<file path="config.mk">
export PLATFORM = sky130hd
export DESIGN_NAME = sodor_selfcomp_monitor_flat
export DESIGN_NICKNAME = d
export VERILOG_FILES = /design/src/rtl/sodor_selfcomp_monitor_if.sv /design/src/rtl/sodor_selfcomp_monitor.sv /design/src/flat_wrapper.sv
export SDC_FILE = /design/constraint.sdc
export NUM_CORES = 1
export LEC_CHECK = 0
export ABC_AREA = 1
export CAP_MARGIN = 20
export CORE_AREA = 2 2 116 118
export DETAILED_ROUTE_END_ITERATION = 12
export DIE_AREA = 0 0 118 120
export GPL_TIMING_DRIVEN = 0
export SYNTH_ARGS = -nofsm -noshare
export SYNTH_HDL_FRONTEND = slang
export SYNTH_SLANG_ARGS = --single-unit
</file>
<file path="constraint.sdc">
create_clock -name clk -period 2.1 [get_ports clk]
set_clock_uncertainty 0.15 [all_clocks]
set_input_delay 0.21 -clock clk [delete_from_list [all_inputs] [get_ports clk]]
set_output_delay 0.21 -clock clk [all_outputs]
set_load 0.03 [all_outputs]
</file>
<file path="src/rtl/sodor_selfcomp_monitor_if.sv">
// Observation bundle shared by the two Sodor core copies and the self-composition monitor.
// Latency: none, wires only. Backpressure: none, the channels are sampled every cycle.
// Signals: obs_valid_a/b (NUM_CH), obs_data_a/b (NUM_CH*CH_W, channel i at [i*CH_W +: CH_W]),
//          ch_mask (NUM_CH, 1 = channel compared). master drives, slave (the monitor) observes.
interface sodor_selfcomp_monitor_if #(
   parameter int NUM_CH = 4,
   parameter int CH_W   = 32
);
   logic [NUM_CH-1:0]      obs_valid_a;
   logic [NUM_CH-1:0]      obs_valid_b;
   logic [NUM_CH*CH_W-1:0] obs_data_a;
   logic [NUM_CH*CH_W-1:0] obs_data_b;
   logic [NUM_CH-1:0]      ch_mask;

   modport master (
      output obs_valid_a, obs_valid_b, obs_data_a, obs_data_b, ch_mask
   );

   modport slave (
      input obs_valid_a, obs_valid_b, obs_data_a, obs_data_b, ch_mask
   );
endinterface

</file>
<file path="src/rtl/sodor_selfcomp_monitor.sv">
// Sequencer and divergence checker for two-copy (self-composed) Sodor benches.
// Latency: diverge_now/check_fail combinational from the bus; sticky/first_div_* update at the next edge.
// Backpressure: none; every channel is compared every cycle, nothing is ever stalled.
// Ports: clk, reset (sync, active high, restarts the sequence); bus (slave: per-copy valid/data, ch_mask);
//        core_reset, assume_window, phase, cycle, done decode from registers only;
//        diverge_now, diverge_sticky, first_div_cycle, first_div_ch, check_fire, check_fail.
// Optional feature: define SELFCOMP_FORMAL_EN to emit the alignment assumes and the check assert.
module sodor_selfcomp_monitor #(
   parameter int NUM_CH     = 4,
   parameter int CH_W       = 32,
   parameter int CNT_W      = 5,
   parameter int RESET_CYC  = 2,
   parameter int ASSUME_CYC = 1,
   parameter int CHECK_CYC  = 14,
   localparam int IDX_W     = (NUM_CH > 1) ? $clog2(NUM_CH) : 1
) (
   input  logic                  clk,
   input  logic                  reset,
   sodor_selfcomp_monitor_if.slave bus,
   output logic                  core_reset,
   output logic                  assume_window,
   output logic [1:0]            phase,
   output logic [CNT_W-1:0]      cycle,
   output logic [NUM_CH-1:0]     diverge_now,
   output logic [NUM_CH-1:0]     diverge_sticky,
   output logic [CNT_W-1:0]      first_div_cycle,
   output logic [IDX_W-1:0]      first_div_ch,
   output logic                  check_fire,
   output logic                  check_fail,
   output logic                  done
);

   typedef enum logic [1:0] {
      PH_RESET = 2'd0,
      PH_ALIGN = 2'd1,
      PH_RUN   = 2'd2,
      PH_DONE  = 2'd3
   } phase_e;

   // Last cycle spent in each phase; transitions fire on these so that a
   // saturated counter can never re-trigger or skip a phase change.
   localparam logic [CNT_W-1:0] RESET_END = CNT_W'(RESET_CYC - 1);
   localparam logic [CNT_W-1:0] ALIGN_END = CNT_W'(RESET_CYC + ASSUME_CYC - 1);
   localparam logic [CNT_W-1:0] CHECK_AT  = CNT_W'(CHECK_CYC);
   localparam logic [CNT_W-1:0] CNT_MAX   = {CNT_W{1'b1}};

   phase_e            state_q, state_d;
   logic [CNT_W-1:0]  cycle_q, cycle_d;
   logic [NUM_CH-1:0] sticky_q, sticky_d;
   logic [CNT_W-1:0]  first_cyc_q, first_cyc_d;
   logic [IDX_W-1:0]  first_ch_q, first_ch_d;
   logic [IDX_W-1:0]  low_idx;

   // Per-channel comparison; data only matters when both copies present a beat.
   always_comb begin
      diverge_now = '0;
      for (int i = 0; i < NUM_CH; i++) begin
         if (state_q == PH_RUN && bus.ch_mask[i]) begin
            diverge_now[i] = (bus.obs_valid_a[i] ^ bus.obs_valid_b[i]) |
                             (bus.obs_valid_a[i] & bus.obs_valid_b[i] &
                              (bus.obs_data_a[i*CH_W +: CH_W] != bus.obs_data_b[i*CH_W +: CH_W]));
         end
      end
   end

   // Lowest diverging channel wins when several diverge in the same cycle.
   always_comb begin
      low_idx = '0;
      for (int i = NUM_CH - 1; i >= 0; i--) begin
         if (diverge_now[i]) begin
            low_idx = IDX_W'(i);
         end
      end
   end

   always_comb begin
      state_d     = state_q;
      cycle_d     = (cycle_q == CNT_MAX) ? cycle_q : cycle_q + CNT_W'(1);
      sticky_d    = sticky_q | diverge_now;
      first_cyc_d = first_cyc_q;
      first_ch_d  = first_ch_q;

      case (state_q)
         PH_RESET: if (cycle_q == RESET_END) state_d = PH_ALIGN;
         PH_ALIGN: if (cycle_q == ALIGN_END) state_d = PH_RUN;
         PH_RUN:   if (cycle_q == CHECK_AT)  state_d = PH_DONE;
         PH_DONE:  state_d = PH_DONE;
         default:  state_d = PH_RESET;
      endcase

      if (sticky_q == '0 && |diverge_now) begin
         first_cyc_d = cycle_q;
         first_ch_d  = low_idx;
      end
   end

   always_ff @(posedge clk) begin
      if (reset) begin
         state_q     <= PH_RESET;
         cycle_q     <= '0;
         sticky_q    <= '0;
         first_cyc_q <= '0;
         first_ch_q  <= '0;
      end else begin
         state_q     <= state_d;
         cycle_q     <= cycle_d;
         sticky_q    <= sticky_d;
         first_cyc_q <= first_cyc_d;
         first_ch_q  <= first_ch_d;
      end
   end

   assign core_reset      = (state_q == PH_RESET);
   assign assume_window   = (state_q == PH_ALIGN);
   assign done            = (state_q == PH_DONE);
   assign phase           = state_q;
   assign cycle           = cycle_q;
   assign diverge_sticky  = sticky_q;
   assign first_div_cycle = first_cyc_q;
   assign first_div_ch    = first_ch_q;
   assign check_fire      = (state_q == PH_RUN) && (cycle_q == CHECK_AT);
   // Divergence seen in the check cycle itself also fails the check.
   assign check_fail      = check_fire && |(sticky_q | diverge_now);

`ifdef SELFCOMP_FORMAL_EN
   always_comb begin
      if (!reset && assume_window) begin
         for (int i = 0; i < NUM_CH; i++) begin
            if (bus.ch_mask[i]) begin
               assume (bus.obs_valid_a[i] == bus.obs_valid_b[i] &&
                       bus.obs_data_a[i*CH_W +: CH_W] == bus.obs_data_b[i*CH_W +: CH_W]);
            end
         end
      end
      if (!reset && check_fire) begin
         assert (!check_fail);
      end
   end
`endif

endmodule

</file>
<file path="src/flat_wrapper.sv">
// flat-port wrapper written by rule: the top's interface ports become plain ports
module sodor_selfcomp_monitor_flat 
#(
   parameter int NUM_CH     = 4,
   parameter int CH_W       = 32,
   parameter int CNT_W      = 5,
   parameter int RESET_CYC  = 2,
   parameter int ASSUME_CYC = 1,
   parameter int CHECK_CYC  = 14,
   localparam int IDX_W     = (NUM_CH > 1) ? $clog2(NUM_CH) : 1
)
  (clk, reset, core_reset, assume_window, phase, cycle, diverge_now, diverge_sticky, first_div_cycle, first_div_ch, check_fire, check_fail, done, bus_obs_valid_a, bus_obs_valid_b, bus_obs_data_a, bus_obs_data_b, bus_ch_mask);
  sodor_selfcomp_monitor_if #(.NUM_CH(NUM_CH), .CH_W(CH_W)) bus_i ();
  input  logic clk;
  input  logic reset;
  output logic core_reset;
  output logic assume_window;
  output logic [1:0] phase;
  output logic [CNT_W-1:0] cycle;
  output logic [NUM_CH-1:0] diverge_now;
  output logic [NUM_CH-1:0] diverge_sticky;
  output logic [CNT_W-1:0] first_div_cycle;
  output logic [IDX_W-1:0] first_div_ch;
  output logic check_fire;
  output logic check_fail;
  output logic done;
  input wire logic [$bits(bus_i.obs_valid_a)-1:0] bus_obs_valid_a;
  input wire logic [$bits(bus_i.obs_valid_b)-1:0] bus_obs_valid_b;
  input wire logic [$bits(bus_i.obs_data_a)-1:0] bus_obs_data_a;
  input wire logic [$bits(bus_i.obs_data_b)-1:0] bus_obs_data_b;
  input wire logic [$bits(bus_i.ch_mask)-1:0] bus_ch_mask;
  assign bus_i.obs_valid_a = bus_obs_valid_a;
  assign bus_i.obs_valid_b = bus_obs_valid_b;
  assign bus_i.obs_data_a = bus_obs_data_a;
  assign bus_i.obs_data_b = bus_obs_data_b;
  assign bus_i.ch_mask = bus_ch_mask;
  sodor_selfcomp_monitor #(.NUM_CH(NUM_CH), .CH_W(CH_W), .CNT_W(CNT_W), .RESET_CYC(RESET_CYC), .ASSUME_CYC(ASSUME_CYC), .CHECK_CYC(CHECK_CYC)) u_core (.clk(clk), .reset(reset), .bus(bus_i), .core_reset(core_reset), .assume_window(assume_window), .phase(phase), .cycle(cycle), .diverge_now(diverge_now), .diverge_sticky(diverge_sticky), .first_div_cycle(first_div_cycle), .first_div_ch(first_div_ch), .check_fire(check_fire), .check_fail(check_fail), .done(done));
endmodule
</file>
# Word level (Yosys, flattened, before mapping)

Cells that the tools add are included.

Input port bits: 270
Logic and storage cells: 61
Register bits: 18

Equal/unequal tests: 14
Add/sub/neg operators: 1
Reduce and logical (&&, ||, !) cells: 12
Bitwise logic cells: 17
Multiplexer cells: 12

Operator list:

| operator                                              | count |
|---|---|
| inequality test 32 bit                                | 4 |
| 2-to-1 mux 2 bit                                      | 7 |
| AND 1 bit                                             | 8 |
| one-hot mux 2 bit (4 select lines)                    | 1 |
| OR reduction 4 bit                                    | 2 |
| logical AND 1 bit                                     | 7 |
| adder 5 x 1 -> 5 bit, second input constant           | 1 |
| == test 5 x 1 -> 1 bit, second input constant         | 1 |
| == test 5 x 2 -> 1 bit, second input constant         | 1 |
| == test 5 x 4 -> 1 bit, second input constant         | 1 |
| == test 5 bit, second input constant                  | 1 |
| == test 2 bit, second input constant                  | 2 |
| zero test 4 bit                                       | 1 |
| 2-to-1 mux 1 bit                                      | 4 |
| inequality test 2 x 1 -> 1 bit, second input constant | 2 |
| bitwise OR 1 bit                                      | 4 |
| bitwise OR 4 bit                                      | 1 |
| bitwise XOR 1 bit                                     | 4 |
| AND reduction 3 bit                                   | 1 |
| == test 2 x 1 -> 1 bit, second input constant         | 1 |
| zero test 2 bit                                       | 1 |
| inequality test 2 bit, second input constant          | 1 |

# Depth between registers and ports, before layout

Word-level depth: 8
Mapped depth: 18
Gate-level depth less buffers: 17

# Least setup slack after synthesis

No wires, ideal clock.

Path type: reg-to-output
Start: reg u_core.cycle_q[1] (netlist: u_core.cycle[1])
End: out check_fail
Buffers on the path: 0
Stages on the path, launching flop included: 6
Data arrival time: 1.984 ns
Setup slack: -0.244 ns
Cell sequence: dfxtp_1 > ha_1 > nand4_1 > nor2_1 > inv_1 > a31oi_1

Word-level cells in the longest chain between the ends: 3

RTL lines:

| what                     | line                          | RTL |
|---|---|---|
| start: declaration       | sodor_selfcomp_monitor.sv:48  | `logic [CNT_W-1:0] cycle_q, cycle_d;` |
| start signal: assignment | sodor_selfcomp_monitor.sv:106 | `cycle_q <= cycle_d;` |
| == test 5 x 4 -> 1 bit   | sodor_selfcomp_monitor.sv:121 | `assign check_fire = (state_q == PH_RUN) && (cycle_q == CHECK_AT);` |
| logical AND 1 bit        | sodor_selfcomp_monitor.sv:121 |  |
| via check_fire           | flat_wrapper.sv:24            | `output logic check_fire;` |
| logical AND 1 bit        | sodor_selfcomp_monitor.sv:123 | `assign check_fail = check_fire && \|(sticky_q \| diverge_now);` |
| end: declaration         | flat_wrapper.sv:25            | `output logic check_fail;` |

The timed path passes the listed nets, and every way through them passes these cells.

# Worst setup path in the final report

Start: in bus_obs_data_b[99]
End: out check_fail

Word-level cells in the longest chain between the ends: 7

RTL lines:

| what                   | line                          | RTL |
|---|---|---|
| start: declaration     | flat_wrapper.sv:30            | `input wire logic [$bits(bus_i.obs_data_b)-1:0] bus_obs_data_b;` |
| inequality test 32 bit | sodor_selfcomp_monitor.sv:61  | `(bus.obs_data_a[i*CH_W +: CH_W] != bus.obs_data_b[i*CH_W +: CH_W]));` |
| AND 1 bit              | sodor_selfcomp_monitor.sv:60  | `(bus.obs_valid_a[i] & bus.obs_valid_b[i] &` |
| bitwise OR 1 bit       | sodor_selfcomp_monitor.sv:59  | `diverge_now[i] = (bus.obs_valid_a[i] ^ bus.obs_valid_b[i]) \|` |
| 2-to-1 mux 1 bit       | sodor_selfcomp_monitor.sv:58  | `if (state_q == PH_RUN && bus.ch_mask[i]) begin` |
| bitwise OR 4 bit       | sodor_selfcomp_monitor.sv:123 |  |
| OR reduction 4 bit     | sodor_selfcomp_monitor.sv:123 |  |
| logical AND 1 bit      | sodor_selfcomp_monitor.sv:123 |  |

No other way between the ends.

==> impl_metrics.env <==
export IMPL_share_of_final_layout_standard_cells_stronger_than_drive_strength_1_pct=7.75
export IMPL_via_count_of_the_first_global_routing_pass=3856
export IMPL_slew_viol_final=0
export IMPL_nFillCells=1292
export IMPL_final_instance_count_excl_fill=956
export IMPL_grt_pass1_wl_um=19500
export IMPL_row_cnt=42
export IMPL_final_number_of_hold_violating_endpoints=0
export IMPL_hold_slack_ns=0.181
export IMPL_cts_max_level=1
export IMPL_reg2regPathDepth=13
export IMPL_path_max_fanout=2
export IMPL_post_route_worst_setup_slack_ns=-0.0747
export IMPL_critical_path_endpoint_type="primary output"
export IMPL_crit_path_start_kind="input pin"
export IMPL_fp_dieArea_mm2=0.0142
export IMPL_synth_seq_area_share_pct=13.1
export IMPL_clk_transition_reported_paths_ns=0.05
export IMPL_num_nets_final=1053
export IMPL_gate_count_post_synth=466
export IMPL_yosys_register_bits=18
export IMPL_floorplan_io_pins=297
export IMPL_timing_slew_headroom_pct=57.4
export IMPL_r2r_start="u_core.phase[1]"
export IMPL_grt_start_max_net_pins=11
export IMPL_number_of_vias_after_detailed_routing=3822
export IMPL_syn_num_nets=744
export IMPL_hold_class="input pin to flip-flop"
export IMPL_crit_arrival_ns=1.81
export IMPL_detail_route_iter0_violations=87
export IMPL_seqCellArea_um2=360
export IMPL_multi_input_comb_area_mm2=0.00223
export IMPL_rsz_0062_raised_after_global_routing="true"
export IMPL_grt_use_total_pct=17.5
export IMPL_drv_max_cap_violation_count=0
export IMPL_worstSkewPairLatency_ns=0.25
export IMPL_gr_total_overflow=0
export IMPL_antenna_found_initial=7
export IMPL_worst_max_slew_pin_slew_ns=0.634
export IMPL_crit_reg2reg_capture="u_core.first_div_cycle[1]"
export IMPL_average_footprint_of_a_synthesized_cell_um2=5.89
export IMPL_numCtsBuffers=3
export IMPL_dpl_hpwl_um=11400
export IMPL_peak_vdd_ir_v=0.000234
export IMPL_start_util_pct=21.1
export IMPL_chipHeight_um=120
export IMPL_routed_wl_um=13500
export IMPL_ant_nets=0
export IMPL_synth_async_reset_ratio_pct=0
export IMPL_failing_checks="negative setup slack"
export IMPL_root_buffer="sky130_fd_sc_hd__clkbuf_16"
export IMPL_number_of_stages_on_the_worst_hold_path=2
export IMPL_fp_coreArea_mm2=0.0130
export IMPL_hold_path_end="u_core.diverge_sticky[1]"
export IMPL_synth_cell_area_mm2=0.00275
export IMPL_leakagePower_nw=4.60
export IMPL_post_synth_top_count_cell="sky130_fd_sc_hd__nand2_1"
export IMPL_totalPowerFinal_mw=1.74
export IMPL_setup_reg_to_reg_worst_slack_ns=0.25
export IMPL_placedInstanceArea_mm2=0.00593
export IMPL_clock_fmax_mhz=460
export IMPL_worst_hold_launch="reset"
export IMPL_critical_path_class="input pin to primary output"
export IMPL_die_width_um=118
export IMPL_minimum_period_implied_by_the_final_worst_setup_slack_ns=2.17
export IMPL_post_cts_hold_buffer_count=0
export IMPL_yosysTopAreaCellShare_pct=35.7
export IMPL_drt_pre_antenna_iters=4
export IMPL_pwr_density_cell_mw_per_mm2=259
export IMPL_dominantRegCellSynth="sky130_fd_sc_hd__dfxtp_1"
export IMPL_io_buffer_count=295
export IMPL_layout_core_utilization_pct=51.8
export IMPL_clock_tree_from_tritoncts="built"
export IMPL_synth_top_cells_by_area="sky130_fd_sc_hd__xnor2_1 36%, sky130_fd_sc_hd__nand2_1 23%, sky130_fd_sc_hd__dfxtp_1 13%, sky130_fd_sc_hd__nor2_1 9.2%, sky130_fd_sc_hd__inv_1 8.5%"
export IMPL_outcome="finished, violations left"
export IMPL_wl_per_cell_um=14.2
export IMPL_numClockSinks=18
export IMPL_cell_type_with_the_largest_total_area_after_synthesis="sky130_fd_sc_hd__xnor2_1"
export IMPL_synth_edf_count=0
export IMPL_remaining_drc_errors=0
export IMPL_gp_congestion=0.851
export IMPL_layout_worst_path_cycle_share_pct=104
export IMPL_via_density_per_instance=4.00
export IMPL_yosys_warnings=0
export IMPL_layout_area_overhead_vs_synth_pct=145
export IMPL_worst_ep_required_time_ns=1.74
export IMPL_yosysUniqueCellTypes=19
export IMPL_final_area_mm2=0.00672
export IMPL_timing_final_setup_violations=1
export IMPL_dp_cells=937
export IMPL_synth_top_cells_by_count="167 x sky130_fd_sc_hd__nand2_1, 112 x sky130_fd_sc_hd__xnor2_1, 67 x sky130_fd_sc_hd__nor2_1"
export IMPL_clock_tree_buffer_depth=2
## registers in the layout, indices dropped and copies added (netlist names)
name / cells
u_core.cycle: 5
u_core.first_div_ch: 2
u_core.phase: 2
u_core.first_div_cycle: 5
u_core.diverge_sticky: 4
## cells by family after synthesis
group	after synthesis	synth area share, %
and+or+nand+nor	247	34.7
adders and majority gates	8	3.65
buffers and inverters	65	9.53
DFF	18	13.1
AOI/OAI and AO/OA	16	3.24
xor gates and xnor gates	112	35.7
## metal layers
layer / wire [µm] / global-route usage (%)
met1: 4730 / 17.4
met2: 7190 / 34.3
met3: 1380 / 6.23
met4: 225 / 3.99
met5: 0 / 0
## area by class of cell
class | instances | share of cell area [%]
antenna | 6 | 0.223
buffer | 3 | 0.428
clock buffer | 4 | 1.32
inverter | 62 | 3.46
multi-input combinational | 383 | 33.2
sequential | 18 | 5.36
tap | 176 | 3.28
timing repair buffer | 304 | 52.7
## worst max-delay path by stage
stage	from	end	slack, ns	cells past startpoint
CTS	bus_obs_data_b[75]	check_fail	-0.18	14
finish	bus_obs_data_b[99]	check_fail	-0.07	14
global route	bus_obs_data_b[99]	check_fail	-0.17	14
detailed placement	bus_obs_data_a[120]	check_fail	-0.74	14
global placement	bus_obs_data_b[122]	check_fail	-0.74	14
floorplan	u_core.cycle[1]	check_fail	0.04	5
## per-stage QoR
step,setup TNS (ns),setup WS [ns]
2_1_floorplan,0,0.0378
3_3_place_gp,-3.53,-0.736
3_5_place_dp,-3.91,-0.740
4_1_cts,-0.184,-0.184
5_1_grt,-0.194,-0.174
6_report,-0.0747,-0.0747
## cell usage in the layout (no fill, tap or decap), types with 2 or more instances in the layout
cell type,count
sky130_fd_sc_hd__dlymetal6s2s_1,221
sky130_fd_sc_hd__buf_2,2
sky130_fd_sc_hd__clkbuf_8,2
sky130_fd_sc_hd__inv_2,3
sky130_fd_sc_hd__nand2_1,157
sky130_fd_sc_hd__inv_1,59
sky130_fd_sc_hd__ha_1,8
sky130_fd_sc_hd__nand2_2,13
sky130_fd_sc_hd__a211oi_1,2
sky130_fd_sc_hd__clkbuf_16,3
sky130_fd_sc_hd__buf_4,5
sky130_fd_sc_hd__nand3_1,3
sky130_fd_sc_hd__nor3_1,2
sky130_fd_sc_hd__dlygate4sd2_1,33
sky130_fd_sc_hd__nand2_4,3
sky130_fd_sc_hd__diode_2,6
sky130_fd_sc_hd__clkdlybuf4s50_1,35
sky130_fd_sc_hd__buf_6,8
sky130_fd_sc_hd__nor2_2,17
sky130_fd_sc_hd__xnor2_1,109
sky130_fd_sc_hd__o21ai_0,4
sky130_fd_sc_hd__a21oi_1,8
sky130_fd_sc_hd__xnor2_2,3
sky130_fd_sc_hd__dfxtp_1,18
sky130_fd_sc_hd__nor2_1,50
## report_power, final
group	internal, mW	leakage [nW]	switching [mW]
registers	0.354	0.146	0.0145
logic	0.594	4.41	0.353
clock network	0.290	0.0442	0.133
## critical path, cell delays in order
cell and delay (ns):
sky130_fd_sc_hd__clkdlybuf4s50_1 0.47, sky130_fd_sc_hd__xnor2_1 0.11, sky130_fd_sc_hd__nand2_1 0.06, sky130_fd_sc_hd__nor2_1 0.09
sky130_fd_sc_hd__nand2_1 0.06, sky130_fd_sc_hd__nor2_1 0.11, sky130_fd_sc_hd__nand2_1 0.08, sky130_fd_sc_hd__nand2_2 0.08
sky130_fd_sc_hd__nand2_2 0.05, sky130_fd_sc_hd__nand2_2 0.06, sky130_fd_sc_hd__nand2_1 0.06, sky130_fd_sc_hd__nor2_2 0.12
sky130_fd_sc_hd__a31oi_2 0.10, sky130_fd_sc_hd__buf_6 0.15
## what timing repair did
item / CTS / global route
setup endpoints to repair: 6 / 12
gates resized for setup: 73 / 254
setup buffers: 4 / 4
endpoints found under the hold margin: 0 / 0
cloned: 0 / 1
pin swaps: 40 / 157
No activity file was read; power rests on OpenSTA's default activity.
==> edit 1: new RTL, same settings <==
`NUM_CH` is set to 4 in 3 places; all go to 8.
--- a/src/rtl/sodor_selfcomp_monitor_if.sv
+++ b/src/rtl/sodor_selfcomp_monitor_if.sv
@@ -3,7 +3,7 @@
 // Signals: obs_valid_a/b (NUM_CH), obs_data_a/b (NUM_CH*CH_W, channel i at [i*CH_W +: CH_W]),
 //          ch_mask (NUM_CH, 1 = channel compared). master drives, slave (the monitor) observes.
 interface sodor_selfcomp_monitor_if #(
-   parameter int NUM_CH = 4,
+   parameter int NUM_CH = 8,
    parameter int CH_W   = 32
 );
    logic [NUM_CH-1:0]      obs_valid_a;
--- a/src/rtl/sodor_selfcomp_monitor.sv
+++ b/src/rtl/sodor_selfcomp_monitor.sv
@@ -6,7 +6,7 @@
 //        diverge_now, diverge_sticky, first_div_cycle, first_div_ch, check_fire, check_fail.
 // Optional feature: define SELFCOMP_FORMAL_EN to emit the alignment assumes and the check assert.
 module sodor_selfcomp_monitor #(
-   parameter int NUM_CH     = 4,
+   parameter int NUM_CH     = 8,
    parameter int CH_W       = 32,
    parameter int CNT_W      = 5,
    parameter int RESET_CYC  = 2,
--- a/src/flat_wrapper.sv
+++ b/src/flat_wrapper.sv
@@ -1,7 +1,7 @@
 // flat-port wrapper written by rule: the top's interface ports become plain ports
 module sodor_selfcomp_monitor_flat 
 #(
-   parameter int NUM_CH     = 4,
+   parameter int NUM_CH     = 8,
    parameter int CH_W       = 32,
    parameter int CNT_W      = 5,
    parameter int RESET_CYC  = 2,
Interface: changed (8 resized); port bits go from 297 to 574. No check against the original RTL was run, so the function may have changed too.
==> edit 1 against the original RTL <==
The flow now stops in I/O pin placement (3_2_place_iop). Area after synthesis increased by 79%.
==> edit 1: results (changes against the original RTL) <==
Logic synthesis
  – Netlist cell types: 32 (+13)
  – Mapped Avg Cell Area: 5.85 µm² (-0.71%)
  – Syn nets: 1392 (+87%)
  – Post-synthesis cell count: 842 (+81%)
  – Async S/R FF share, synth: 0 (unchanged)
  – Ys Warns: 0 (unchanged)
  – Top_reg_cell synth: dfxtp_1
  – Number of synthesized register bits: 23 (+5)
  – Synth top cells by count: nand2_1, xnor2_1, inv_1, nor2_1, nand3_1
  – Synth area leaders: xnor2_1, nand2_1, dfxtp_1, inv_1, nor2_1
  – Post-synthesis sequential area ratio: 0.0935 (-0.0378)

Status
  – Tool error: [ERROR PPL-0024] Number of IO pins (574) exceeds maximum number of available positions (420). Increase the die perimeter from 476.00um to 780.64um.
  – Stopped at: I/O pin placement (3_2_place_iop)
  – Run status: stopped before the end
-- edit 1: cell types whose count changed after synthesis, moves of 5 or more --
| cell | change |
|---|---|
| nand2_1 | +80 |
| xnor2_1 | +77 |
| inv_1 | +56 |
| nor2_1 | +48 |
| nand3_1 | +31 |
| or2_0 | +14 |
| xor2_1 | +12 |
| or2_2 | +11 |
| nand4_1 | +7 |
| o21ai_0 | +7 |
| or2_1 | +6 |
| dfxtp_1 | +5 |
-- edit 1: cell families after synthesis --
logic type,after synthesis,share of synthesized area
AOI/OAI and AO/OA,27,0.0300
adders and majority gates,12,0.0305
buffers and inverters,121,0.0930
DFF,23,0.0935
and+or+nand+nor,458,0.396
xor gates and xnor gates,201,0.357
==> edit 2: new RTL, same flow settings <==
Without the edit above. Make the reset (`reset`) asynchronous in one clocked block.
--- a/src/rtl/sodor_selfcomp_monitor.sv
+++ b/src/rtl/sodor_selfcomp_monitor.sv
@@ -94,7 +94,7 @@
       end
    end
 
-   always_ff @(posedge clk) begin
+   always_ff @(posedge clk or posedge reset) begin
       if (reset) begin
          state_q     <= PH_RESET;
          cycle_q     <= '0;
Formal check against the unedited RTL: differs if reset is asserted again (counterexample within 4 cycles, from zero or initial values and one cycle with reset high); with reset held inactive, the same outputs for 10 cycles.
==> edit 2 against the original RTL <==
Sequential cell count unchanged. Critical path depth down 8. Highest routed layer unchanged. Maximum frequency up 9.6%. Die area unchanged. Sequential power down 5%. Cell count down 1.9%. Design area up 3.0%. Setup slack better by 0.19 ns. Wire length down 7.9%. Largest cell class unchanged. Power down 7.4%. Area after synthesis up 2.4%.
==> edit 2: results (changes against the original RTL) <==
Setup path
  – CP max-delay cell: dfrtp_1
  – Crit path arrival time: 1.62 ns (-0.19 ns)
  – Reg2reg path depth: 7 (-6)
  – Worst Setup EP: check_fail
  – Worst r2r dst: u_core.cycle[3]$_DFFE_PP0P_
  – Top delay family on crit path: flip-flops
  – FF-to-FF setup slack: 0.20 ns (-0.05 ns)
  – Reg2reg start: u_core.cycle[0]$_DFFE_PP0P_
  – Kind of critical path: reg2out
  – Worst Path Max Fanout: 6 (+4)

GRT
  – Initial antenna violation count: 3 (-4)
  – Pin count of the biggest net entering global routing: 19 (+8)
  – Gr usage total: 0.150 (-0.0246)
  – Global-route wire length before repair: 17300 µm (-11%)

Logic synthesis
  – Synth Area in Compound Gates: 0.0232 (-0.00921)
  – Synth area leaders: xnor2_1, nand2_1, dfrtp_1, inv_1, nor2_1
  – Syn nets: 726 (-2.4%)
  – Ys Warns: 0 (unchanged)
  – Synth top cells by count: nand2_1, xnor2_1, inv_1, nor2_1, dfrtp_1
  – XOR/XNOR Fraction of Synth Area: 0.358 (+0.00108)
  – Netlist cell types: 21 (+2)
  – Post-synthesis sequential area ratio: 0.160 (+0.0290)
  – Async S/R FF share, synth: 1.00 (+1.00)
  – Top_reg_cell synth: dfrtp_1
  – Synth Area in Adders: 0.0356 (-0.000844)
  – Mapped Avg Cell Area: 6.27 µm² (+6.5%)

Finish
  – Layout clock area frac: 0.0128 (-0.000385)
  – Nets: 1037 (-1.5%)
  – Multi-input gate area: 0.00227 mm² (+1.5%)
  – Reg area: 452 µm² (+25%)
  – Non-clk buf share: 0.529 (-0.00190)
  – Layout cells sized above 1: 0.0858 (+0.00823)
  – Non-clk invs: 59 (-4.8%)
  – Sequential cells: 18 (unchanged)
  – Sequential share of cell area: 0.0652 (+0.0116)
  – Signal buffers: 307 (unchanged)
  – Comb_multi_in: 370 (-3.4%)
  – Clock buffers: 4 (unchanged)
  – Final non-filler cell total: 938 (-1.9%)
  – Ant. Diodes: 4 (-2)
  – Fill count: 1245 (-3.6%)

Routing
  – First DRT Iteration DRCs: 93 (+6.9%)
  – Total number of vias: 3757 (-1.7%)
  – WL/cell: 13.3 µm (-6.2%)

Power
  – Leak: 5.03 nW (+9.4%)
  – Maximum VDD drop: 0.000236 V (+0.83%)

STA
  – Hold slack final: 0.226 ns (+0.0459 ns)
  – Final WS setup: 0.116 ns (+0.191 ns)
  – Slew headroom: 0.527 (-0.0471)

Status
  – Run status: completed

Place
  – Dpl cell area: 0.00600 mm² (+1.2%)
  – Final HPWL DP: 10200 µm (-10%)
  – Placed insts: 920 (-1.8%)
  – Port Buf Inserts: 296 (+0.34%)
  – Pre-CTS setup slack: -0.733 ns (+0.00775 ns)
  – Routability congestion estimate: 0.827 (-2.8%)

Min path
  – Worst min-delay path class: in2async
-- edit 2: cell types whose count changed after synthesis, moves of 2 or more --
cell      change
a211oi_1      -2
nand2_1       +2
a21oi_1       -5
nand3_1       -2
nor3_1        -2
nor2_1       -16
nor2_2        +3
inv_2         +3
dfrtp_1      +18
nand2_2       -2
inv_1         -6
nand2_4       +5
dfxtp_1      -18
xor2_1        +2
-- edit 2: power by group --
group | leakage (nW) | switching (mW) | internal [mW]
Clock | 0.0442 | 0.122 | 0.289
Combinational | 4.80 | 0.286 | 0.563
Sequential | 0.193 | 0.000669 | 0.349
-- edit 2: routing by layer --
layer,vias up,global-route usage,part of all wire
met1,1638,0.158,0.36
met4,0,0.0324,0.0097
met5,-,0,0
li1,1939,-,-
met3,10,0.0475,0.085
met2,170,0.289,0.55
-- edit 2: what timing repair did --
item | in CTS | in global routing
endpoints found under the setup margin | 6 | 14
gates resized for setup | 31 | 288
setup buffers | 1 | 9
pin swaps | 6 | 218
